--- src/rtl/booth_seq_ctrl.sv ---
`default_nettype none
// +----------------------------------------------------------------------+
// | booth_seq_ctrl : control FSM for a radix-2 Booth multiplier datapath |
// | Rev 1.0                                                              |
// +----------------------------------------------------------------------+
module booth_seq_ctrl #(
  parameter  int WIDTH = 16,
  localparam int CNT_W = $clog2(WIDTH + 1)
) (
  input  logic             clk,
  input  logic             rst_n,
  input  logic             i_start,
  input  logic             i_q0,
  input  logic             i_qm1,
  output logic             o_clr_a,
  output logic             o_clr_qm1,
  output logic             o_ld_m,
  output logic             o_ld_q,
  output logic             o_ld_a,
  output logic             o_add_sub,
  output logic             o_sft,
  output logic             o_busy,
  output logic             o_done,
  output logic [CNT_W-1:0] o_iter_cnt
);

  localparam logic [CNT_W-1:0] c_ITERS = CNT_W'(WIDTH);
  localparam logic [CNT_W-1:0] c_ONE   = CNT_W'(1);
  localparam logic [CNT_W-1:0] c_ZERO  = '0;

  typedef enum logic [2:0] {
    S_IDLE  = 3'd0,
    S_LOAD  = 3'd1,
    S_EVAL  = 3'd2,
    S_SHIFT = 3'd3,
    S_DONE  = 3'd4
  } state_t;

  state_t           r_state;
  state_t           w_next;
  logic [CNT_W-1:0] r_cnt;
  logic [CNT_W-1:0] w_cnt_nxt;

  always_ff @(posedge clk or negedge rst_n) begin
    if (!rst_n) begin
      r_state <= S_IDLE;
      r_cnt   <= c_ZERO;
    end else begin
      r_state <= w_next;
      r_cnt   <= w_cnt_nxt;
    end
  end

  always_comb begin
    w_next    = r_state;
    w_cnt_nxt = r_cnt;
    o_clr_a   = 1'b0;
    o_clr_qm1 = 1'b0;
    o_ld_m    = 1'b0;
    o_ld_q    = 1'b0;
    o_ld_a    = 1'b0;
    o_add_sub = 1'b0;
    o_sft     = 1'b0;
    o_busy    = 1'b1;
    o_done    = 1'b0;
    case (r_state)
      S_IDLE: begin
        o_busy = 1'b0;
        if (i_start) begin
          w_next = S_LOAD;
        end
      end
      S_LOAD: begin
        o_clr_a   = 1'b1;
        o_clr_qm1 = 1'b1;
        o_ld_m    = 1'b1;
        o_ld_q    = 1'b1;
        w_cnt_nxt = c_ITERS;
        w_next    = S_EVAL;
      end
      S_EVAL: begin
        // 10 -> A-M, 01 -> A+M, 00/11 -> no ALU write
        o_ld_a    = i_q0 ^ i_qm1;
        o_add_sub = i_q0 & ~i_qm1;
        // Count drops as SHIFT is entered so it reads WIDTH-i during shift i
        w_cnt_nxt = r_cnt - c_ONE;
        w_next    = S_SHIFT;
      end
      S_SHIFT: begin
        o_sft  = 1'b1;
        w_next = (r_cnt == c_ZERO) ? S_DONE : S_EVAL;
      end
      S_DONE: begin
        o_done = 1'b1;
        w_next = S_IDLE;
      end
      default: begin
        o_busy = 1'b0;
        w_next = S_IDLE;
      end
    endcase
  end

  assign o_iter_cnt = r_cnt;

endmodule
`default_nettype wire

--- config.mk ---
export PLATFORM = sky130hd
export DESIGN_NAME = booth_seq_ctrl
export DESIGN_NICKNAME = d
export VERILOG_FILES = /design/src/rtl/booth_seq_ctrl.sv
export SDC_FILE = /design/constraint.sdc
export NUM_CORES = 1
export LEC_CHECK = 0
export CAP_MARGIN = 25
export CORE_AREA = 2 2 39 41
export CTS_CLUSTER_DIAMETER = 50
export DETAILED_ROUTE_END_ITERATION = 10
export DIE_AREA = 0 0 41 43
export PLACE_DENSITY = 0.71
export SYNTH_ARGS = -nofsm -noshare
export SYNTH_HDL_FRONTEND = slang
export SYNTH_SLANG_ARGS = --single-unit
--- constraint.sdc ---
create_clock -name clk -period 1.6 [get_ports clk]
set_clock_uncertainty 0.2 [all_clocks]
set_input_delay 0.24 -clock clk [delete_from_list [all_inputs] [get_ports clk]]
set_output_delay 0.24 -clock clk [all_outputs]
set_load 0.02 [all_outputs]
==> results.md <==
- Top FF cell, synth: dfrtp_1
- Core Area: 0.001384 mm2
- Tmin final: 1.767 ns
- TritonRoute pass-1 iters: 4
- Initial Utilization: 0.3354
- H-tree depth: 1
- Pin count of the biggest net entering global routing: 9
- Fin. max-slew vios: 0
- Grt ovf: 0
- Final WS setup: -0.1670 ns
- Syn Nets: 54
- Detailed placement HPWL: 714.7 um
- Synth Cell Area: 464.2 um2
- Site row count: 14
- Final instance area: 860.8 um2
- Top-count cell post-synth: dfrtp_1
- Synth unique cells: 20
- Clock sinks: 8
- Detail Route Antenna Nets: 0
- Post-DP Area: 735.7 um2
- Slew @ Worst Pin: 0.3689 ns
- Crit end category: output pin
- Synth top area share: 0.4313
- Die width: 41 um
- Area occupied by multi-input gates: 279.0 um2
- I/O pins: 19
- Worst-skew pair later-pin latency: 0.25 ns
- Rel. slew slack: 0.7533
- Sequential power share: 0.221
- Sequential share of the synthesized area: 0.4313
- Min-Delay Path Class: in2async
- Vias: 460
- Switching power: 0.7584 mW
- Drt total wl: 1161 um
- Die area: 0.001763 mm2
- Clk Tree Root Cell: clkbuf_4
- Crit path DAT: 1.33 ns
- Clk buf depth: 2
- Non-Filler Instances: 96
- Layout Utilization: 0.6221
- Routability-driven placement congestion ratio: 0.7321
- Layout area overhead: 85.44%
- CP Class: reg2out
- Most frequent cells after synthesis: dfrtp_1, inv_1, nand2_1, nor2_1
- Synth Instances: 47
- Area leader, netlist: dfrtp_1
- Final hold vios: 0
- PortBufs: 18
- Switching share of total power: 0.4173
- Place WS: -0.5741 ns
- Clock tree from TritonCTS: yes
- DRC: 0
- Int Pwr: 1.059 mW
- Fill count: 130
- Status: complete, but fails checks
- RSZ-0062 raised after global routing: true
- Maximum fanout along the worst path: 5
- Register area: 201.4 um2
- Max_cap viols: 0
- Vias in the first global route: 445
- Post-synth EDFFs: 0
- Failing checks: setup timing
- Via/cell ratio: 4.792
- Critical path's slowest cell: dfrtp_2
- YS warnings: 0
- Die height: 43 um
- CP startpoint kind: flop
- Clock power share: 0.084
- WP data required: 1.16 ns
- Gate power share: 0.695
- Slowest Stage Delay on Critical Path: 0.45 ns
- Final setup vio count: 9
- NumNets Final: 89
- Ant. Diodes: 0
- FF+latch count, synth: 8
- Placed Cells: 89
- GRT Total Usage: 0.1581
- Syn Area/Cell: 9.876 um2
- Leak pwr: 0.4023 nW
- Cell breakdown of the critical path: or3b_4, inv_4, buf_4
- Initial antenna violation count: 0
- Total CTS buffers: 3
- Worst-path clk slew: 0.05 ns
- Global-route wire length before repair: 1863 um
- Max Fclk: 0.5659 GHz
- DRT iter0 DRCs: 2
- Share of layout cells above drive strength 1: 0.5625
- Synth top area cells: dfrtp_1, ha_1, buf_4
- Ys async rst share: 1.000
- Tcrit/Tclk final: 1.104
- Maximum vdd drop: 1.190 mV
- Pwr dens: 2111 mW/mm2
- WL per Instance: 12.09 um
- Cts hold-fix bufs: 0
-- cell usage in the layout, fill, tap and decap left out, types with 2 or more instances in the layout --
| master | instances |
|---|---|
| dfrtp_1 | 7 |
| buf_4 | 15 |
| buf_6 | 11 |
| nor3b_2 | 2 |
| nand3_1 | 2 |
| nor2_4 | 3 |
| or3b_4 | 2 |
| ha_1 | 2 |
| o21ai_0 | 2 |
| and2_4 | 2 |
| clkdlybuf4s50_1 | 4 |
| nand2_1 | 3 |
| mux2i_1 | 2 |
| dlygate4sd2_1 | 5 |
| nor3_1 | 2 |
| clkbuf_4 | 3 |
| inv_1 | 3 |
-- power groups by stage --
stage / Clock [mW] / Combinational [mW] / Sequential, mW
floorplan: 0 / 0.454 / 0.481
global placement: 0 / 1.03 / 0.387
detailed placement: 0 / 1.04 / 0.389
CTS: 0.156 / 1.11 / 0.389
global route: 0.167 / 1.38 / 0.412
finish: 0.153 / 1.26 / 0.401
-- stage by stage --
stage | total power, mW | setup TNS (ns) | hold WS [ns]
after CTS | 1.656 | -0.9195 | 0.08056
final | 1.817 | -1.044 | 0.06970
after floorplan | 0.9355 | -0.0008518 | -0.2556
after global routing | 1.961 | -1.443 | 0.1022
after detailed placement | 1.432 | -3.126 | 0.3121
after global placement | 1.415 | -3.079 | 0.3055
-- final timing paths --
kind                       cells after the start                         to  slack [ns]                 startpoint
hold / removal                                 1  o_iter_cnt[4]$_DFFE_PN0P_        0.07                      rst_n
setup reg to reg                               4  o_iter_cnt[3]$_DFFE_PN0P_       -0.01     r_state[2]$_DFFE_PN0P_
max in group asynchronous                      1     r_state[2]$_DFFE_PN0P_        0.84                      rst_n
setup / recovery                               3                    o_clr_a       -0.17     r_state[2]$_DFFE_PN0P_
hold reg to reg                                1  o_iter_cnt[3]$_DFFE_PN0P_        0.34  o_iter_cnt[3]$_DFFE_PN0P_
min in group clk                               1  o_iter_cnt[3]$_DFFE_PN0P_        0.34  o_iter_cnt[3]$_DFFE_PN0P_
-- registers in the layout (all words and copies together), names as in the netlist --
name        flops
o_iter_cnt      5
r_state         3
-- logic make-up after synthesis --
logic type,share of synthesized area
and+or+nand+nor,0.2857
xor gates and xnor gates,0.01887
AOI/OAI and AO/OA,0.05123
adders and majority gates,0.05390
DFF,0.4313
buffers and inverters,0.1159
muxes,0.04313
-- cell type report --
cell class | instances | area share
Sequential cell | 8 | 0.2340
Clock buffer | 3 | 0.02616
Multi-Input combinational cell | 30 | 0.3241
Timing Repair Buffer | 35 | 0.3721
Tap cell | 16 | 0.02326
Inverter | 4 | 0.02035
-- metal layers --
| layer | track usage | vias to the layer above | share of wire |
|---|---|---|---|
| li1 | - | 225 | - |
| met1 | 0.2086 | 218 | 0.40 |
| met2 | 0.2313 | 17 | 0.54 |
| met3 | 0.03665 | 0 | 0.059 |
| met4 | 0.08000 | 0 | 0 |
| met5 | 0 | - | 0 |
-- worst max-delay path: cells and delay by family, from the launching register on --
family                 cells  cell delay, ns
buffers and inverters      2            0.23
DFF                        1            0.45
and+or+nand+nor            1            0.41
-- timing repair --
| item | CTS | global route |
|---|---|---|
| gates cloned | 0 | 0 |
| endpoints found under the setup margin | 15 | 13 |
| resized for setup | 65 | 13 |
| pin swaps | 3 | 6 |
| buffers inserted | 4 | 1 |
Note: power is estimated with default switching activity, not from simulation.
